==> config.mk <==
export PLATFORM = sky130hd
export DESIGN_NAME = vreg_wb_queue
export DESIGN_NICKNAME = d
export VERILOG_FILES = /design/src/rtl/vreg_wb_queue.sv
export SDC_FILE = /design/constraint.sdc
export NUM_CORES = 2
export LEC_CHECK = 0
export ABC_AREA = 1
export BUFFER_PORTS_ARGS = -buffer_cell sky130_fd_sc_hd__buf_4
export CORE_AREA = 2 2 653 655
export CTS_BUF_LIST = sky130_fd_sc_hd__clkbuf_4
export DETAILED_ROUTE_END_ITERATION = 12
export DIE_AREA = 0 0 655 657
export PLACE_DENSITY_LB_ADDON = 0.12
export SLEW_MARGIN = 40
export SYNTH_ARGS = -nofsm -noshare
export SYNTH_HDL_FRONTEND = slang
export SYNTH_SLANG_ARGS = --single-unit
export TNS_END_PERCENT = 50
==> constraint.sdc <==
create_clock -name CLK -period 2.6 [get_ports CLK]
set_clock_uncertainty 0.05 [all_clocks]
set_input_delay 0.52 -clock CLK [delete_from_list [all_inputs] [get_ports CLK]]
set_output_delay 0.52 -clock CLK [all_outputs]
set_load 0.05 [all_outputs]
==> src/rtl/vreg_wb_queue.sv <==
// Write-back queue in front of the vector register file write port.
// Two producers (vector ALU, vector load unit) are arbitrated round-robin
// into a DEPTH-entry FIFO; the head is presented to the register file and
// each accepted write is followed one cycle later by a commit pulse.
module vreg_wb_queue #(
   parameter int LANES     = 32,
   parameter int ELEM_W    = 16,
   parameter int REG_IDX_W = 5,
   parameter int DEPTH     = 4
) (
   input  logic                       CLK,
   input  logic                       nRST,
   input  logic                       alu_valid,
   output logic                       alu_ready,
   input  logic [REG_IDX_W-1:0]       alu_vd,
   input  logic [LANES*ELEM_W-1:0]    alu_data,
   input  logic [LANES-1:0]           alu_mask,
   input  logic                       ld_valid,
   output logic                       ld_ready,
   input  logic [REG_IDX_W-1:0]       ld_vd,
   input  logic [LANES*ELEM_W-1:0]    ld_data,
   input  logic [LANES-1:0]           ld_mask,
   output logic                       wr_valid,
   input  logic                       wr_ready,
   output logic [REG_IDX_W-1:0]       wr_vd,
   output logic [LANES*ELEM_W-1:0]    wr_data,
   output logic [LANES-1:0]           wr_mask,
   output logic                       done_valid,
   output logic [REG_IDX_W-1:0]       done_vd,
   output logic [$clog2(DEPTH):0]     count
);

   localparam int PTR_W  = $clog2(DEPTH);
   localparam int CNT_W  = PTR_W + 1;
   localparam int DATA_W = LANES * ELEM_W;

   typedef enum logic {SRC_ALU = 1'b0, SRC_LD = 1'b1} src_e;

   logic [REG_IDX_W-1:0] mem_vd   [DEPTH];
   logic [DATA_W-1:0]    mem_data [DEPTH];
   logic [LANES-1:0]     mem_mask [DEPTH];

   logic [PTR_W-1:0]     head_ptr;
   logic [PTR_W-1:0]     tail_ptr;
   src_e                 rr_last;

   logic                 full;
   logic                 grant_alu;
   logic                 grant_ld;
   logic                 alu_fire;
   logic                 ld_fire;
   logic                 push;
   logic                 pop;
   logic [REG_IDX_W-1:0] in_vd;
   logic [DATA_W-1:0]    in_data;
   logic [LANES-1:0]     in_mask;

   // A source is granted unless the other one is competing and has priority;
   // with no requester both readies sit high, and wr_ready never feeds ready.
   always_comb begin
      full      = (count == CNT_W'(DEPTH));
      grant_alu = !ld_valid  || (alu_valid && rr_last == SRC_LD);
      grant_ld  = !alu_valid || (ld_valid  && rr_last == SRC_ALU);
      alu_ready = !full && grant_alu;
      ld_ready  = !full && grant_ld;
      alu_fire  = alu_valid && alu_ready;
      ld_fire   = ld_valid  && ld_ready;
      push      = alu_fire || ld_fire;
      in_vd     = alu_fire ? alu_vd   : ld_vd;
      in_data   = alu_fire ? alu_data : ld_data;
      in_mask   = alu_fire ? alu_mask : ld_mask;
      wr_valid  = (count != '0);
      wr_vd     = mem_vd[head_ptr];
      wr_data   = mem_data[head_ptr];
      wr_mask   = mem_mask[head_ptr];
      pop       = wr_valid && wr_ready;
   end

   // Entry storage; cleared on reset so the idle head reads as zero.
   always_ff @(posedge CLK or negedge nRST) begin
      if (!nRST) begin
         for (int i = 0; i < DEPTH; i++) begin
            mem_vd[i]   <= '0;
            mem_data[i] <= '0;
            mem_mask[i] <= '0;
         end
      end else if (push) begin
         mem_vd[tail_ptr]   <= in_vd;
         mem_data[tail_ptr] <= in_data;
         mem_mask[tail_ptr] <= in_mask;
      end
   end

   // Pointers, occupancy and round-robin history.
   always_ff @(posedge CLK or negedge nRST) begin
      if (!nRST) begin
         head_ptr <= '0;
         tail_ptr <= '0;
         count    <= '0;
         rr_last  <= SRC_LD;
      end else begin
         if (push) begin
            tail_ptr <= tail_ptr + PTR_W'(1);
            rr_last  <= alu_fire ? SRC_ALU : SRC_LD;
         end
         if (pop)
            head_ptr <= head_ptr + PTR_W'(1);
         case ({push, pop})
            2'b10:   count <= count + CNT_W'(1);
            2'b01:   count <= count - CNT_W'(1);
            default: count <= count;
         endcase
      end
   end

   // Commit pulse one cycle after each accepted register-file write.
   always_ff @(posedge CLK or negedge nRST) begin
      if (!nRST) begin
         done_valid <= 1'b0;
         done_vd    <= '0;
      end else begin
         done_valid <= pop;
         if (pop)
            done_vd <= wr_vd;
      end
   end

endmodule

## Word-level counts from Yosys, hierarchy flattened

Index checks and enable logic that the tools add are counted.

| cells by class | value |
|---|---|
| $add $sub $neg | 4 |
| magnitude comparators | 3 |
| equality and inequality tests | 3 |
| multiplexer cells | 23 |
| bitwise operators | 3 |
| reductions and logical operators | 16 |

Operators by type and width:

| operator | count |
|---|---|
| $bwmux W2048 | 1 |
| $mux W512 | 4 |
| $bmux W512 S2 | 1 |
| $demux W512 S2 | 1 |
| $bwmux W128 | 1 |
| $mux W32 | 4 |
| $bmux W32 S2 | 1 |
| $demux W32 S2 | 1 |
| $bwmux W20 | 1 |
| $mux W5 | 4 |
| $bmux W5 S2 | 1 |
| $demux W5 S2 | 1 |
| $logic_and A1 B1 Y1 | 8 |
| $ge A3 B3 Y1 const B | 2 |
| $not A2 Y3 | 2 |
| $pmux W3 S2 | 1 |
| $add A2 B1 Y2 const B | 2 |
| $add A3 B1 Y3 const B | 1 |
| $eq A3 B3 Y1 const B | 1 |
| $logic_not A1 Y1 | 3 |
| $logic_or A1 B1 Y1 | 3 |
| $lt A3 B1 Y1 const B | 1 |
| $reduce_bool A3 Y1 | 1 |
| $sub A3 B1 Y3 const B | 1 |
| other kinds (5) | 5 |

| word-level totals | value |
|---|---|
| flip-flop bits (word level) | 2,210 |
| bits of input ports | 1,103 |
| output and inout bits | 561 |
| logic and storage cells | 70 |

## Depth between registers and ports, before layout

| logic depth | value |
|---|---|
| word-level depth | 8 |
| depth in mapped cells | 10 |
| depth with buffers taken out | 10 |

## Least setup slack after synthesis

No wires, ideal clock.

| path | value |
|---|---|
| kind | register to register |
| start | reg count[1] |
| end | reg count[2] |
| setup time | 131 ps |
| arrival | 2,626 ps |
| required time | 2,419 ps |
| setup slack | -207 ps |
| cell stages (with the launch flop) | 11 |
| path buffers | 0 |
| clock period less this slack | 2,807 ps |
| path through | dfrtp_1 -> inv_1 -> nand3_1 -> nand2_1 -> inv_1 -> ha_1 -> inv_1 -> fa_1 -> a21oi_1 -> o21ai_0 -> xor2_1 |

| between the ends | value |
|---|---|
| elaborated cells on any way between the ends | 15 |
| classes of those cells | add/sub (2); eq/ne (3); mux (1); reduce/logical (9) |

RTL lines:

| what | line | text |
|---|---|---|
| start: declaration | 30 | `output logic [$clog2(DEPTH):0] count` |
| start signal: assignment | 109 | `2'b10: count <= count + CNT_W'(1);` |
| start signal: assignment | 110 | `2'b01: count <= count - CNT_W'(1);` |
| start signal: assignment | 111 | `default: count <= count;` |
| $reduce_bool A3 Y1 * | 72 | `wr_valid = (count != '0);` |
| named net wr_valid | 23 | `output logic wr_valid,` |
| $logic_and A1 B1 Y1 * | 76 | `pop = wr_valid && wr_ready;` |
| named net pop | 53 | `logic pop;` |
| $eq A2 B1 Y1 or $eq A2 B2 Y1 (tied branches) | 108 | `case ({push, pop})` |
| $pmux W3 S2 or $reduce_bool A2 Y1 (tied branches) | n/a |  |

The timed path passes the listed nets; every way through them passes the cells marked *.
A chain may end at the register's enable or synchronous reset.

## Worst setup path in the final report

| path | value |
|---|---|
| start | reg head_ptr[0] |
| end | out wr_data[60] |

| between the ends | value |
|---|---|
| longest elaborated chain between the ends | 4 |

Ends and longest elaborated chain:

| what | line | text |
|---|---|---|
| start: declaration | 43 | `logic [PTR_W-1:0] head_ptr;` |
| start signal: assignment | 107 | `head_ptr <= head_ptr + PTR_W'(1);` |
| $not A2 Y3 (not written as such) | 74 | `wr_data = mem_data[head_ptr];` |
| $bmux W512 S2 | 74 |  |
| $mux W512 (not written as such) (2 in a row) | 74 |  |
| end: declaration | 26 | `output logic [LANES*ELEM_W-1:0] wr_data,` |

No other way between the ends. The select of a mux whose other input is x is not followed.

==> impl_metrics.ini <==
[clock_tree]
cts_hold_buf = 2419
insertion_delay_ps = 1580
htree_levels = 6
cts.sink_count = 2210
numCtsBuffers = 661
cts_tree = yes
cts-root-buf = clkbuf_4
cts_buffer_depth = 4
clk_pin_slew_ps = 60

[die]
io_pins = 1664
chipHeight_um = 657
die_w_um = 655
die_area_mm2 = 0.4303
start_util_pct = 24.83
core.rowCount = 239
coreArea_mm2 = 0.4228

[place]
placedCellCount = 21625
post_dp_cell_area_mm2 = 0.1335
routabilityCongestion = 0.8598
hpwlAfterDp_mm = 366.7
portBuffers = 1663

[route]
drt-initial-drc-count = 8628
avgViaCountPerCell = 4.736
finalWirelength_mm = 589.3
routed-via-count = 120334
first_pass_iters = 6
drt-wirelength-per-cell_um = 23.20
antenna_left = 0
post-route-drc-count = 0

[yosys]
seq_area_frac_synth_pct = 52.67
synth.area.top_cells = dfrtp_1, nand2_1, o21ai_0
avgSynthCellArea_um2 = 7.347
synth_area_mm2 = 0.1050
ys_ff_latch = 2210
ys_types = 25
syn_inst = 14293
netlist.top_cell.by_area = dfrtp_1
syn_nets = 15402
synth.top_cell.area_share_pct = 52.64
ys_warn_count = 0

[worst_setup_path]
arrival_ps = 3520
rr_startpoint = count[1]
r2r-end = mem_data[1791]
startpoint = head_ptr[0]
cp_slowest_stage_delay_ps = 570
crit_chain = buf_6 -> buf_12 -> clkbuf_16 -> buf_8 -> o21ai_0 -> o22ai_2 -> buf_12 -> buf_4
cp_max_fo = 7
path_common_cell = buf_12
crit_path_start_kind = flip-flop
reg2reg_slack_ps = -490
required_ps = 2030
reg2reg_depth = 11
crit_path_end = wr_data[60]
slowest_stage = dfrtp_4
worstSetupPathType = flip-flop to output pin
cp-end-kind = output pin

[final_layout]
final_cells = 25406
area_growth_pct = 65.05
fillers = 41997
nets = 20368
final_cell_area_mm2 = 0.1733
final_layout_size_suffix_gt1_share_pct = 21.67

[status]
status = complete, but fails checks
violations = negative hold slack, negative setup slack

[power_and_ir_drop]
leakage_uw = 0.08825
powerDensity_mw_per_mm2 = 1508
vdd_ir_drop_max_uv = 1424

[timing]
tightest_slew_ps = 785.3
grt_setup_unrepaired = true
maxSlewViolCount = 0
setup_viol = 2756
max_freq_mhz = 244.2
hold_viol = 83
fin_crit_ps = 4095
worst_hold_slack_ps = -354.4
finalCritPeriodShare_pct = 157.5
setup_slack_ps = -1495
maxSlewHeadroom_pct = 47.64

[hold_path]
hold_path_depth = 6
hp-start = ld_valid
min-delay-path-class = input port to flip-flop

[global_route]
grt_overflow_total = 0
grt_pass1_vias = 122676
antenna_found_initial = 34
grt_max_degree = 116
grt_pass1_wl_mm = 836.7
grt_use_total_pct = 25.82

[job]
maxCapViolCount = 0
[routing by layer]
layer  vias up  part of all wire (%)  global-route usage (%)
met2      4365                    46                   41.99
met5         -                0.0098                       0
li1      55650                     -                       -
met3      1314                   5.9                   4.580
met4         8                   5.3                   12.01
met1     58997                    43                   33.19
[worst max-delay path: cells and delay by family, from the launching register on]
family / cells / cell delay, ps
buf+inv: 6 / 1020
flops: 1 / 570
compound gates: 2 / 380
[state kept, by name (all words and copies together), names as in the netlist]
signal	count
rr_last	1
head_ptr	2
done_vd	5
mem_mask	128
tail_ptr	2
count	3
done_valid	1
mem_vd	20
mem_data	2048
[timing repair]
item | in CTS | in global routing
resized for setup | 360 | 572
hold endpoints to repair | 4420 | 665
endpoints found under the setup margin | 567 | 2759
pin swaps | 35 | 88
buffers inserted | 55 | 62
cloned | 52 | 55
[through the flow]
step           utilization [%]  hold WS [ps]  setup WS (ps)  setup TNS [ps]  total power [µW]
2_1_floorplan                -         174.4         -22.39           -3023            136900
3_3_place_gp             31.57         405.3         -702.0           -6166            204400
3_5_place_dp             31.57         399.7         -459.5           -6744            204500
4_1_cts                  40.10        -589.6          -1803        -1602510            253200
5_1_grt                  40.98        -514.6          -1731        -1839600            275600
6_report                 40.99        -354.4          -1495        -1413820            261400
[cells in the mapped netlist]
master,number
nand2_1,7712
dfrtp_1,2209
nor2_1,1101
o21ai_0,1099
buf_2,576
nand3_1,550
o22ai_1,549
clkbuf_1,415
buf_1,30
inv_1,16
buf_4,7
ha_1,5
inv_2,4
nand2_2,3
nor2_8,3
o21ai_1,3
xor2_1,3
a21boi_1,1
a21oi_1,1
a21oi_2,1
dfstp_2,1
fa_1,1
nand3_2,1
nor2_4,1
xnor2_1,1
[power by group]
part	switching (µW)	internal, µW	total, µW
Combinational	108000	59700	168000
Clock	17000	17100	34100
Sequential	8820	50600	59400
Total	134000	127000	261000
[layout make-up]
type,instances,area (µm²),share of cell area [%]
repair buffers,5330,55480,32.01
flip-flops and latches,2210,55310,31.91
multi-input cells,11035,47120,27.19
well taps,5663,7086,4.088
clock buffers,940,7057,4.072
clock inverters,180,1057,0.6100
inverters,20,113.9,0.06569
diodes,27,67.56,0.03898
repair inverters,1,20.02,0.01155
[kinds of logic after synthesis]
group           count (synthesis)  synth area share [%]
simple gates                 9371                 34.22
compound gates               1654                 8.543
xor+xnor                        4               0.03337
fa+ha+maj                       6               0.07864
buf+inv                      1048                 4.458
flops                        2210                 52.67
[how the worst min path moves through the flow]
stage,end,slack (ps)
after floorplan,count[0],170
after global placement,mem_data[988],410
after detailed placement,mem_data[988],400
after CTS,tail_ptr[1],-590
after global routing,tail_ptr[1],-510
final,tail_ptr[1],-350
[cell usage in the layout (no fill, tap or decap), types with 5 or more instances in the layout]
cell           count
nor2_1          1061
bufbuf_16         15
clkinv_4           8
dfrtp_1         2207
o21ai_2           45
inv_6             17
inv_1             16
buf_12           414
bufinv_16          5
buf_16            89
o21ai_4           10
clkinv_2          10
buf_8             66
clkbuf_16         52
o22ai_2          218
o21ai_0          926
nor2_4             7
nand2_1         7709
buf_6            181
clkinv_1         114
o21ai_1          121
nand3_1          549
buf_4           2096
o22ai_4           18
inv_2              7
dlygate4sd3_1   2417
clkbuf_4         940
o22ai_1          313
ha_1               5
clkinvlp_4        16
nor2_2            34
diode_2           27
Note: power is estimated with default switching activity, not from simulation.
